## src/rtl/display_source_sequencer_pkg.sv

```systemverilog
// Shared constants for the display source sequencer: active-low hex glyphs,
// the blank pattern, the sequencer state type and a width helper.
package display_source_sequencer_pkg;

    localparam logic [6:0] SEG_BLANK = 7'h7F;

    // Segment order {g,f,e,d,c,b,a}; a 0 lights the segment.
    localparam logic [6:0] SEG_HEX [16] = '{
        7'h40, 7'h79, 7'h24, 7'h30, 7'h19, 7'h12, 7'h02, 7'h78,
        7'h00, 7'h10, 7'h08, 7'h03, 7'h46, 7'h21, 7'h06, 7'h0E
    };

    typedef enum logic {
        ST_MANUAL = 1'b0,
        ST_AUTO   = 1'b1
    } seq_state_e;

    // Ceiling log2, never narrower than one bit.
    function automatic int clog2(input int value);
        int result;
        result = 0;
        while ((1 << result) < value) begin
            result = result + 1;
        end
        if (result < 1) begin
            result = 1;
        end
        return result;
    endfunction

endpackage

```

## src/rtl/display_source_sequencer_seg7_hex_decode.sv

```systemverilog
// Combinational hex digit to active-low 7-segment glyph.
module seg7_hex_decode
    import display_source_sequencer_pkg::*;
(
    input  logic [3:0] hex_i,
    output logic [6:0] seg_o
);

    assign seg_o = SEG_HEX[hex_i];

endmodule

```

## src/rtl/display_source_sequencer.sv

```systemverilog
// Selects one of NUM_SRC digit sources (load / step / timed rotation) and
// drives NUM_DIGITS registered active-low 7-segment displays.
module display_source_sequencer
    import display_source_sequencer_pkg::*;
#(
    parameter  int NUM_SRC      = 2,
    parameter  int NUM_DIGITS   = 4,
    parameter  int DWELL_CYCLES = 50000000,
    parameter  int BLANK_LZ     = 1,
    localparam int SELW         = clog2(NUM_SRC)
) (
    input  logic                          clk,
    input  logic                          reset_n,
    input  logic [NUM_SRC*NUM_DIGITS*4-1:0] src_digits,
    input  logic                          auto_en,
    input  logic                          step,
    input  logic                          sel_load,
    input  logic [SELW-1:0]               sel_value,
    output logic [NUM_DIGITS*7-1:0]       seg,
    output logic [SELW-1:0]               cur_src,
    output logic                          src_change
);

    localparam int              CNTW      = clog2(DWELL_CYCLES);
    localparam logic [CNTW-1:0] CNT_LAST  = CNTW'(DWELL_CYCLES - 1);
    localparam logic [SELW-1:0] SEL_LAST  = SELW'(NUM_SRC - 1);
    localparam logic [SELW:0]   SRC_LIMIT = (SELW + 1)'(NUM_SRC);

    seq_state_e              state_q, state_d;
    logic [CNTW-1:0]         cnt_q, cnt_d;
    logic [SELW-1:0]         cur_src_q, cur_src_d;
    logic                    src_change_q;
    logic [NUM_DIGITS*7-1:0] seg_q, seg_d;

    logic                    load_ok;
    logic                    expire;
    logic [SELW-1:0]         next_sel;

    assign load_ok  = sel_load && ({1'b0, sel_value} < SRC_LIMIT);
    assign next_sel = (cur_src_q == SEL_LAST) ? '0 : cur_src_q + 1'b1;

    always_comb begin
        state_d   = state_q;
        cnt_d     = cnt_q;
        cur_src_d = cur_src_q;
        expire    = 1'b0;

        if (state_q == ST_MANUAL) begin
            cnt_d = '0;
            if (auto_en) begin
                state_d = ST_AUTO;
            end
        end else begin
            // Leaving AUTO on an expiry cycle suppresses the advance.
            if (!auto_en) begin
                state_d = ST_MANUAL;
                cnt_d   = '0;
            end else if (cnt_q == CNT_LAST) begin
                cnt_d  = '0;
                expire = 1'b1;
            end else begin
                cnt_d = cnt_q + 1'b1;
            end
        end

        if (load_ok) begin
            cur_src_d = sel_value;
            cnt_d     = '0;
        end else if (step) begin
            cur_src_d = next_sel;
            cnt_d     = '0;
        end else if (expire) begin
            cur_src_d = next_sel;
        end
    end

    // Digit datapath: pick the current source, decode and blank.
    logic [NUM_DIGITS*4-1:0] src_arr [NUM_SRC];
    logic [NUM_DIGITS*4-1:0] sel_digits;
    logic [NUM_DIGITS*7-1:0] dec_seg;
    logic [NUM_DIGITS:1]     zero_from;

    genvar gi;
    generate
        for (gi = 0; gi < NUM_SRC; gi++) begin : g_src
            assign src_arr[gi] = src_digits[gi*NUM_DIGITS*4 +: NUM_DIGITS*4];
        end
    endgenerate

    assign sel_digits            = src_arr[cur_src_q];
    assign zero_from[NUM_DIGITS] = 1'b1;

    generate
        for (gi = 0; gi < NUM_DIGITS; gi++) begin : g_digit
            seg7_hex_decode u_dec (
                .hex_i (sel_digits[gi*4 +: 4]),
                .seg_o (dec_seg[gi*7 +: 7])
            );
            if (gi == 0) begin : g_lsd
                assign seg_d[6:0] = dec_seg[6:0];
            end else begin : g_upper
                // zero_from[d]: digit d and everything above it are zero.
                if (gi < NUM_DIGITS - 1) begin : g_chain
                    assign zero_from[gi] = (sel_digits[gi*4 +: 4] == 4'h0) && zero_from[gi+1];
                end else begin : g_top
                    assign zero_from[gi] = (sel_digits[gi*4 +: 4] == 4'h0);
                end
                assign seg_d[gi*7 +: 7] = ((BLANK_LZ != 0) && zero_from[gi]) ? SEG_BLANK
                                                                            : dec_seg[gi*7 +: 7];
            end
        end
    endgenerate

    always_ff @(posedge clk or negedge reset_n) begin
        if (!reset_n) begin
            state_q      <= ST_MANUAL;
            cnt_q        <= '0;
            cur_src_q    <= '0;
            src_change_q <= 1'b0;
            seg_q        <= {NUM_DIGITS{SEG_BLANK}};
        end else begin
            state_q      <= state_d;
            cnt_q        <= cnt_d;
            cur_src_q    <= cur_src_d;
            src_change_q <= (cur_src_d != cur_src_q);
            seg_q        <= seg_d;
        end
    end

    assign seg        = seg_q;
    assign cur_src    = cur_src_q;
    assign src_change = src_change_q;

endmodule

```

## config.mk

```make
export PLATFORM = sky130hd
export DESIGN_NAME = display_source_sequencer
export DESIGN_NICKNAME = d
export VERILOG_FILES = /design/src/rtl/display_source_sequencer_pkg.sv /design/src/rtl/display_source_sequencer_seg7_hex_decode.sv /design/src/rtl/display_source_sequencer.sv
export SDC_FILE = /design/constraint.sdc
export NUM_CORES = 1
export LEC_CHECK = 0
export BUFFER_PORTS_ARGS = -buffer_cell sky130_fd_sc_hd__buf_2
export CAP_MARGIN = 5
export CORE_AREA = 2 2 83 85
export DETAILED_ROUTE_END_ITERATION = 8
export DIE_AREA = 0 0 85 87
export PLACE_DENSITY_LB_ADDON = 0.25
export SLEW_MARGIN = 20
export SYNTH_ARGS = -nofsm -noshare
export SYNTH_HDL_FRONTEND = slang
export SYNTH_HIERARCHICAL = 1
export SYNTH_SLANG_ARGS = --single-unit
```

## constraint.sdc

```tcl
create_clock -name clk -period 6.18 [get_ports clk]
set_clock_uncertainty 0.05 [all_clocks]
set_input_delay 1.236 -clock clk [delete_from_list [all_inputs] [get_ports clk]]
set_output_delay 1.236 -clock clk [all_outputs]
set_load 0.01 [all_outputs]
```

Yosys cells after proc, flatten, opt, wreduce, memory -nomap -nowiden
Memories as Yosys holds them, arrays and structs flattened. A register that Yosys moved wholly into a read port is not among the register bits. Index checks and enable logic that the tools add are counted.

Add/subtract/negate cells: 2. Order comparisons: 5. Equality and inequality tests: 2. Mux-type cells: 27. Bitwise logic cells: 5. Reductions and logical operators: 6.

Operator list (number): two-way mux 26 bit (5); two-way mux 7 bit (11); two-way mux 16 bit (3); adder 26 x 1 -> 26 bit (second input constant) (1); == test 26 bit (second input constant) (1); >= comparator 5 bit (second input constant) (4); inverter 4 -> 5 bit (4); logical NOT 4 bit (3); two-way mux 1 bit (8); >= comparator 2 bit (second input constant) (1); logical AND 1 bit (2); inverter 1 -> 2 bit (1); adder 1 bit (second input constant) (1); logical NOT 1 bit (1); != test 1 bit (1).

Bits in registers: 57. Memory bits (read-only): 448. Input port bits: 38. Output and inout port bits: 30. Logic and storage cells: 56. Memories kept: 4.

Memory list: (name not given) (words 16, bits a word 7, rd ports 1, clocked after memory_dff 1, write ports 0, RTL line display_source_sequencer_seg7_hex_decode.sv:9) `assign seg_o = SEG_HEX[hex_i];`; (name not given) (words 16, bits a word 7, rd ports 1, clocked after memory_dff 0, write ports 0, RTL line display_source_sequencer_seg7_hex_decode.sv:9); (name not given) (words 16, bits a word 7, rd ports 1, clocked after memory_dff 0, write ports 0, RTL line display_source_sequencer_seg7_hex_decode.sv:9); (name not given) (words 16, bits a word 7, rd ports 1, clocked after memory_dff 0, write ports 0, RTL line display_source_sequencer_seg7_hex_decode.sv:9).

Longest topological paths before layout
Gate-level depths: netlist of run 1.

Depth after elaboration: 9. Mapped depth: 10. Gate-level depth less buffers: 7.

Cells and area by module
The synthesis of run 1 kept the hierarchy.

Modules (own cells, without submodules): display_source_sequencer (instances 1, cells each 243, area each 2682.6 um^2, seq. area each 1461.4 um^2); seg7_hex_decode at g_digit[1].u_dec ... (instances 3, cells each 32, area each 275.3 um^2, seq. area each 0.0 um^2); seg7_hex_decode at g_digit[0].u_dec (instances 1, cells each 36, area each 256.5 um^2, seq. area each 0.0 um^2).

Worst setup path before layout of run 1
No wires, ideal clock.

Path type: register to register. Start: reg cur_src_q, in the netlist cur_src. End: reg seg_q[17], in the netlist seg[17]. Setup time: 84 ps. Arrival: 2790 ps. Required time: 6046 ps. Setup slack: 3256 ps. Stages on the path, launching flop included: 10. Path buffers: 3. Clock period less this slack: 2924 ps. Path through: dfrtp_1 > clkbuf_1 > clkbuf_1 > buf_1 > mux2_2 > inv_1 > ha_1 > inv_1 > mux4_1 > or2_2.

Cells in the longest elaborated chain, start to end: 9. Elaborated cells on any way between the ends: 12. Classes of those cells: mux (6); bitwise (2); reduce/logical (3); memory (1).

RTL lines: from (decl) (RTL line display_source_sequencer.sv:31) `logic [SELW-1:0] cur_src_q, cur_src_d;`; from (signal assigned) (RTL line display_source_sequencer.sv:124) `cur_src_q <= cur_src_d;`; inverter 1 -> 2 bit (not written as such) (RTL line display_source_sequencer.sv:90) `assign sel_digits = src_arr[cur_src_q];`; two-way mux 16 bit (not written as such) (3 in series) (RTL line display_source_sequencer.sv:90); net sel_digits[8] (RTL line display_source_sequencer.sv:79) `logic [NUM_DIGITS*4-1:0] sel_digits;`; inverter 4 -> 5 bit (not written as such) (RTL line display_source_sequencer_seg7_hex_decode.sv:9); memory (16 x 7 bit); two-way mux 7 bit (not written as such) (2 in series) (RTL line display_source_sequencer_seg7_hex_decode.sv:9); net dec_seg[17] (RTL line display_source_sequencer.sv:80) `logic [NUM_DIGITS*7-1:0] dec_seg;`; two-way mux 7 bit (RTL line display_source_sequencer.sv:108) `assign seg_d[gi*7 +: 7] = ((BLANK_LZ != 0) && zero_from[gi]) ? SEG_BLANK`; net seg_d[17] (RTL line display_source_sequencer.sv:33) `logic [NUM_DIGITS*7-1:0] seg_q, seg_d;`; to (signal assigned) (RTL line display_source_sequencer.sv:120) `seg_q <= {NUM_DIGITS{SEG_BLANK}};`; to (signal assigned) (RTL line display_source_sequencer.sv:126) `seg_q <= seg_d;`; to (decl) (RTL line display_source_sequencer.sv:33).

The timed path passes the listed nets, and every way through them passes these cells. The select of a mux whose other input is x is not followed.

Final worst setup path of run 1
Start: reg cur_src_q, in the netlist cur_src. End: out cur_src.

RTL lines: to (decl) (RTL line display_source_sequencer.sv:20) `output logic [SELW-1:0] cur_src,`.

No word-level cell between the ends.

==> results of run 1 <==
-- per-layer routing --
metal / GRT usage [%] / up-vias / wire (µm)
li1: - / 1453 / -
met1: 28.2 / 1365 / 3370
met2: 35.4 / 59 / 3590
met3: 3.60 / 14 / 240
met4: 10.7 / 0 / 158
met5: 0 / - / 0
-- path summary, 6_finish.rpt --
| kind | from | end | cells past startpoint |
|---|---|---|---|
| worst max-delay path | cur_src | cur_src | 1 |
| worst min-delay path | cnt_q[0] | cnt_q[0] | 1 |
| worst max register to register | cur_src | seg[17] | 6 |
| worst min register to register | cnt_q[0] | cnt_q[0] | 1 |
| max in group asynchronous | reset_n | cnt_q[4] | 2 |
| min in group asynchronous | reset_n | cnt_q[14] | 2 |
-- layout make-up --
cell class / instances / area [µm²]
multi-input cells: 280 / 2110
well taps: 80 / 100
clock buffers: 13 / 159
flip-flops and latches: 57 / 1460
inverters: 18 / 67.6
repair buffers: 68 / 343
fillers: 527 / 2290
clock inverters: 3 / 40.0
-- registers in the layout, summed over array words and instances (netlist names) --
name,cells
cur_src,1
state_q,1
cnt_q,26
seg,28
src_change,1
-- placed cells by master, fill, tap and decap left out, types with 6 or more instances in the layout --
| cell type | count |
|---|---|
| buf_2 | 67 |
| nor2_1 | 33 |
| ha_1 | 29 |
| dfrtp_1 | 29 |
| dfstp_2 | 28 |
| mux2_2 | 19 |
| nand2_1 | 17 |
| inv_1 | 17 |
| a21oi_1 | 16 |
| mux2i_1 | 15 |
| or2_2 | 15 |
| o21ai_0 | 12 |
| xnor2_1 | 12 |
| nand3_1 | 11 |
| clkbuf_8 | 11 |
| nor4_1 | 10 |
| nand2b_1 | 9 |
| nor3_1 | 7 |
| or4_1 | 6 |
| or3_1 | 6 |
| o21ai_1 | 6 |
| a22o_1 | 6 |
-- cells by family (layout without fill, tap and decap cells) --
group                    Yosys count  after routing  share of synthesized area (%)
AND/OR/NAND/NOR                  141            141                           21.3
buffers and inverters             38            102                           5.08
flip-flops                        57             57                           38.8
adder cells (fa/ha/maj)           29             29                           9.64
multiplexers                      38             38                           12.1
AO/OA/AOI/OAI                     58             58                           9.84
XOR/XNOR                          14             14                           3.26
-- worst register-to-register path: stages (launching register included) --
cell	delay [ns]
dfrtp_1	0.96
mux2_2	0.41
inv_1	0.12
ha_1	0.29
inv_1	0.05
mux4_1	0.49
or2_2	0.32
-- power breakdown --
group / total (mW) / internal [mW] / switching (mW)
clock: 0.349 / 0.207 / 0.142
sequential: 0.455 / 0.439 / 0.0168
combinational: 0.271 / 0.129 / 0.142
total: 1.08 / 0.775 / 0.300
-- cells in the mapped netlist (all sizes together), types with 5 or more instances --
master	n	area, µm²
a21oi	16	80.1
a22o	6	52.6
buf	14	101
clkbuf	6	22.5
dfrtp	29	726
dfstp	28	736
ha	29	363
inv	18	67.6
mux2	20	225
mux2i	15	150
nand2	18	70.1
nand2b	9	56.3
nand3	13	82.6
nand4	5	31.3
nor2	33	124
nor3	7	35.0
nor4	10	62.6
o21ai	18	90.1
o31ai	5	37.5
or2	16	100
or3	6	37.5
or4	7	56.3
xnor2	12	105
==> results.cfg, run 1 <==
[status]
status = complete, no violations

[sta]
rsz0062_at_grt = false
tightest_slew_ns = 0.942
finalHoldWorstSlack_ns = 0.439
clock.fmax_ghz = 0.352
hold_violations = 0
fin_tns_setup_ns = 0
period_needed_ns = 2.84
period_share_pct = 45.9
slew_headroom_pct = 37.2
final-setup-viol-count = 0
fin_ws_ns = 3.34
finalMaxSlewViolations = 0

[floorplanning]
io-pin-count = 68
fp.dieW_um = 85
die_area_um2 = 7400
die_h_um = 87
rows = 30
start_util_pct = 57.3
design.core.area_um2 = 6570

[synthesis]
syn_inst = 375
yosysSeqAreaShare_pct = 38.8
synth_flop_cell = dfrtp_1
syn_area_per_cell_um2 = 10.0
synth_edf_count = 0
syn_nets = 442
ys_seq_elements = 57
synth.distinct_cells = 55
yosysWarningCount = 6
netlist_area_um2 = 3760
ys_async_sr_fraction_pct = 100

[final_layout]
finalNonFillerCells = 519
area_growth_pct = 13.8
layout-drive-gt1-share_pct = 34.9
final_util_pct = 65.2
n_antenna_cell = 0
final_area_um2 = 4280
nets = 501

[grt]
grt_pass1_wl_mm = 12.9
grt_max_degree = 58
grt_pass1_vias = 2867
grt_overflow = 0
antenna_found_initial = 0
grt.total_usage_pct = 21.7

[job]
drv_cap = 0

[cts]
cts-root-buf = clkbuf_8
cts_setup_buffers = 0
path_clk_slew_ns = 0.06
hold_buffers = 0
clk_path_buf_depth = 2
cts_resized = 0
clk_latency_ns = 0.33
htreeDepth = 3
cts_tree = yes
numCtsBuffers = 9
cts_sinks = 57

[power]
ir_drop_uv = 137
total_power_mw = 1.08
p_per_area_nw_per_um2 = 251
p_leak_nw = 1.91

[setup_path]
endpoint_kind = output port
required_ns = 4.89
rrSetupSlack_ns = 3.44
slowest_delay_ns = 0.96
cp_top_family = flip-flops
worst-path-buf-inv = 1
crit_type = reg -> out
worstPathArrival_ns = 1.55
start_kind = flip-flop
critPathSlowestCell = dfrtp_1
cp_max_fo = 26
critical_path.cell_chain = buf_2

[routing]
dr.pass1.iters = 4
viasPerCell = 5.57
routed_wl_mm = 7.36
drc = 0
vias = 2891
final_antenna_net_count = 0
drt_iter0_drc = 181
wl_per_cell_um = 14.2

[place]
place_inst = 503
portBuffers = 67
dp_slack_ns = 3.23
place_area_um2 = 4080
dp_hpwl_mm = 5.24
place_congestion = 0.868

[min_path]
hold_path_class = reg -> reg
No activity file was read; power rests on OpenSTA's default activity.
==> inputs of run 2 (changes only) <==
CORE_AREA = 2 2 89 91   (was 2 2 83 85)
DIE_AREA = 0 0 91 93   (was 0 0 85 87)
clock period = 2.53 ns   (was 6.18 ns; I/O delays follow)
==> results.cfg, run 2 (synthesis results as in run 1) <==
[setup_path]
worst-path-buf-inv = 3
slowest_delay_ns = 0.47
cp_top_family = multiplexers
critPathSlowestCell = mux4_1
critPathMostFrequentCell = inv_1
required_ns = 2.74
crit_type = reg -> reg
worstPathArrival_ns = 2.44
start_kind = flip-flop
endpoint_kind = flip-flop
critical_path.cell_chain = buf_12 > mux2_2 > inv_1 > ha_1 > inv_1 > mux4_1 > or2_2
cp_max_fo = 21

[cts]
clk_path_buf_depth = 2
cts_resized = 0
hold_buffers = 0
path_clk_slew_ns = 0.06
cts_setup_buffers = 0
cts_sinks = 57
htreeDepth = 3
clk_latency_ns = 0.34
cts-root-buf = clkbuf_8
cts_tree = yes
numCtsBuffers = 9

[sta]
final-setup-viol-count = 0
fin_tns_setup_ns = 0
period_share_pct = 88.2
clock.fmax_ghz = 0.448
finalMaxSlewViolations = 0
tightest_slew_ns = 0.608
rsz0062_at_grt = false
slew_headroom_pct = 58.3
fin_ws_ns = 0.298
hold_violations = 0
period_needed_ns = 2.23

[floorplanning]
fp.dieW_um = 91
die_area_um2 = 8460
design.core.area_um2 = 7530
die_h_um = 93
start_util_pct = 50.0
io-pin-count = 68
rows = 32

[power]
p_per_area_nw_per_um2 = 604
p_leak_nw = 1.93
ir_drop_uv = 363

[final_layout]
layout-drive-gt1-share_pct = 35.7
nFillCells = 688
multi_input_area_um2 = 2110
area_growth_pct = 15.9
nets = 505
regArea_um2 = 1460
layout_common_cells = buf_2 (67), nor2_1 (33), ha_1 (29), dfrtp_1 (29), dfstp_2 (28)
n_antenna_cell = 0
layout_commonest_cell = buf_2
final_area_um2 = 4360
largest_reg_flops = 28

[grt]
grtUsageMet1_pct = 24.7
grt.total_usage_pct = 18.9
busiest_layer = met2
antenna_found_initial = 0
grt_pass1_wl_mm = 13.0
grt_overflow = 0
grt_pass1_vias = 2784
grt_max_degree = 58
met3_usage_pct = 3.63
use_met2_pct = 31.4

[routing]
dr.pass1.iters = 7
routed_wl_mm = 7.59
wl_per_cell_um = 13.9
vias = 2949
drc = 0
viasPerCell = 5.41
drt_iter0_drc = 152
final_antenna_net_count = 0

[place]
place_area_um2 = 4170
dp_slack_ns = 0.298
portBuffers = 67
place_congestion = 0.889
dp_hpwl_mm = 5.61

[job]
drv_cap = 0

[status]
status = complete, no violations

[min_path]
hold_path_class = in -> async
==> run 2: cell count changes in the layout (fill, tap and decap cells not counted) <==
cell and delta:
buf_12 +2, buf_4 +2, clkbuf_1 -1, clkbuf_8 -1, clkinvlp_4 +2
==> run 2: worst paths after layout <==
check	startpoint	end	slack [ns]	cells after the start
max	cur_src	seg[10]	0.30	7
min	reset_n	src_change	0.12	2
max reg2reg	cur_src	seg[10]	0.30	7
min reg2reg	cnt_q[0]	cnt_q[0]	0.44	1
max in group asynchronous	reset_n	seg[2]	2.00	2
min in group clk	auto_en	state_q	0.26	1
==> run 2: final cells by class <==
| class | instances | share of cell area, % |
|---|---|---|
| multi-input cells | 280 | 48.4 |
| flip-flops and latches | 57 | 33.5 |
| clock buffers | 11 | 3.24 |
| well taps | 102 | 2.93 |
| clock inverters | 5 | 1.26 |
| repair buffers | 72 | 9.12 |
| inverters | 18 | 1.55 |
==> run 2: stage by stage <==
step / utilization (%) / power (mW) / cells / hold WS, ns
4_1_cts: 58.0 / 2.67 / 545 / 0.126
3_5_place_dp: 55.4 / 1.81 / 529 / 0.436
5_1_grt: 58.0 / 2.79 / 545 / 0.157
2_1_floorplan: - / 1.60 / 375 / 0.160
3_3_place_gp: 55.4 / 1.79 / 529 / 0.418
6_report: 58.0 / 2.64 / 545 / 0.125
==> run 2: layer usage <==
metal	up-vias	wire length, µm
met5	-	0
met4	0	114
met3	10	289
met2	43	3710
met1	1427	3470
li1	1469	-
==> run 2: report_power, final <==
part / switching (mW) / internal [mW]
sequential: 0.0268 / 1.07
combinational: 0.365 / 0.329
clock: 0.366 / 0.478
==> inputs of run 3 (changes only) <==
ABC_AREA = 1   (was default)
CORE_AREA = 2 2 91 93   (was 2 2 89 91)
DIE_AREA = 0 0 93 95   (was 0 0 91 93)
==> results.cfg, run 3 <==
[status]
status = complete, no violations

[setup_path]
crit_type = reg -> reg
rrSetupSlack_ns = 0.34
critPathSlowestCell = dfrtp_1
start_kind = flip-flop
critical_path.cell_chain = nand2_1 > nand2_2 > inv_1 > ha_1 > inv_1 > nand2_1 > nand3_1 > nand2_1 > or2_2
slowest_delay_ns = 0.77
crit_start = cur_src
cp_max_fo = 20
required_ns = 2.74
reg2reg_depth = 9
endpoint_kind = flip-flop
crit-reg2reg-capture = seg[21]
worstPathArrival_ns = 2.40
r2r_start = cur_src
critPathMostFrequentCell = nand2_1

[synthesis]
ys_async_sr_fraction_pct = 100
yosysWarningCount = 6
synth_edf_count = 0
synth_common_cells = nand2_1 (186), inv_1 (64), nand3_1 (53)
synth_area_leaders = dfstp_2 (19%), dfrtp_1 (18%), nand2_1 (18%)
synth_flop_cell = dfrtp_1
syn_inst = 535
synth.distinct_cells = 31
synth.most_common_cell = nand2_1
syn_area_per_cell_um2 = 7.34
netlist_area_um2 = 3930
syn_nets = 602
yosysSeqAreaShare_pct = 37.2
ys_seq_elements = 57
synth_largest_area_cell = dfstp_2
synth_top_cell_area_share_pct = 18.7

[final_layout]
nets = 671
final_util_pct = 57.1
layout-drive-gt1-share_pct = 25.5
layout_commonest_cell = nand2_1
multi_input_area_um2 = 2090
layout_common_cells = nand2_1 (186), buf_2 (67), inv_1 (64)
area_growth_pct = 15.1
largest_reg_flops = 28
nFillCells = 750
regArea_um2 = 1460
n_antenna_cell = 0

[sta]
finalMaxSlewViolations = 0
fin_tns_setup_ns = 0
final-setup-viol-count = 0
period_share_pct = 86.5
period_needed_ns = 2.19
hold_violations = 0
slew_headroom_pct = 55.7
clock.fmax_ghz = 0.457
rsz0062_at_grt = false
tightest_slew_ns = 0.665

[grt]
antenna_found_initial = 0
grt_max_degree = 35
grt.total_usage_pct = 20.3
grt_pass1_vias = 3390
grt_pass1_wl_mm = 14.3
grt_overflow = 0

[floorplanning]
start_util_pct = 49.6
rows = 33
design.core.area_um2 = 7930
die_area_um2 = 8840
io-pin-count = 68
fp.dieW_um = 93
die_h_um = 95

[place]
portBuffers = 67
place_congestion = 0.896
dp_hpwl_mm = 6.47

[power]
total_power_mw = 2.57
p_per_area_nw_per_um2 = 568
ir_drop_uv = 239
p_leak_nw = 2.34

[cts]
hold_buffers = 0
htreeDepth = 3
path_clk_slew_ns = 0.06
cts_sinks = 57
clk_latency_ns = 0.34
cts_resized = 0
clk_path_buf_depth = 2
cts_tree = yes
cts-root-buf = clkbuf_8
cts_setup_buffers = 0
numCtsBuffers = 9

[routing]
final_antenna_net_count = 0
drt_iter0_drc = 147
vias = 3486
drc = 0
dr.pass1.iters = 5
wl_per_cell_um = 11.4
routed_wl_mm = 8.14
viasPerCell = 4.88

[job]
drv_cap = 0

[min_path]
hold_path_class = in -> async
==> run 3: cell types whose count changed after synthesis, sizes merged, moves of 7 or more <==
cell    change
or4         -7
mux2i      -15
nand2b      -9
or2         -9
nand3      +43
a21oi       -9
nor4        -7
inv        +53
xnor2      -12
nand2     +175
nor2       +17
mux2       -20
==> run 3: stage by stage <==
step	hold WS (ns)	area (µm²)	setup slack, ns	cells
6_report	0.0969	4520	0.342	714
5_1_grt	0.127	4520	0.0469	714
4_1_cts	0.103	4520	0.296	714
3_5_place_dp	0.469	4330	0.305	698
3_3_place_gp	0.473	4330	0.402	698
2_1_floorplan	0.160	3930	0.765	535
==> run 3: routing by layer <==
metal  vias up  track usage (%)  part of all wire [%]
met1      1576             24.0                    43
li1       1805                -                     -
met4         0             10.3                   2.7
met2        79             34.6                    50
met5         -                0                     0
met3        26             4.63                   4.6
==> run 3: critical path: cells and delay by family (launching register included) <==
kind / cells / cell delay (ns)
adders and majority gates: 1 / 0.21
buffers and inverters: 2 / 0.21
DFF: 1 / 0.77
and+or+nand+nor: 6 / 0.87
==> run 3: logic make-up after synthesis <==
logic type	share of synthesized area, %
DFF	37.2
AOI/OAI and AO/OA	4.43
adders and majority gates	9.24
and+or+nand+nor	38.3
buffers and inverters	9.68
xor gates and xnor gates	1.11
==> run 3: layout make-up <==
class | count | area share (%)
sequential | 57 | 32.3
inverter | 71 | 6.00
tap | 105 | 2.90
clock inverter | 2 | 0.221
multi-input combinational | 394 | 46.1
clock buffer | 14 | 4.07
timing repair buffer | 71 | 8.35
==> run 3: worst max path at each step <==
stage	to	slack, ns	depth (start not counted)
final	seg[21]	0.34	9
after global placement	seg[8]	0.40	6
after floorplan	seg[24]	0.77	10
after global routing	seg[13]	0.05	6
after CTS	seg[7]	0.30	6
after detailed placement	seg[21]	0.31	9
==> run 3: where the power goes <==
part	total, mW	internal [mW]	switching [mW]	leakage, nW
logic	0.656	0.247	0.409	1.55
registers	1.10	1.07	0.0340	0.691
clock network	0.810	0.466	0.344	0.102
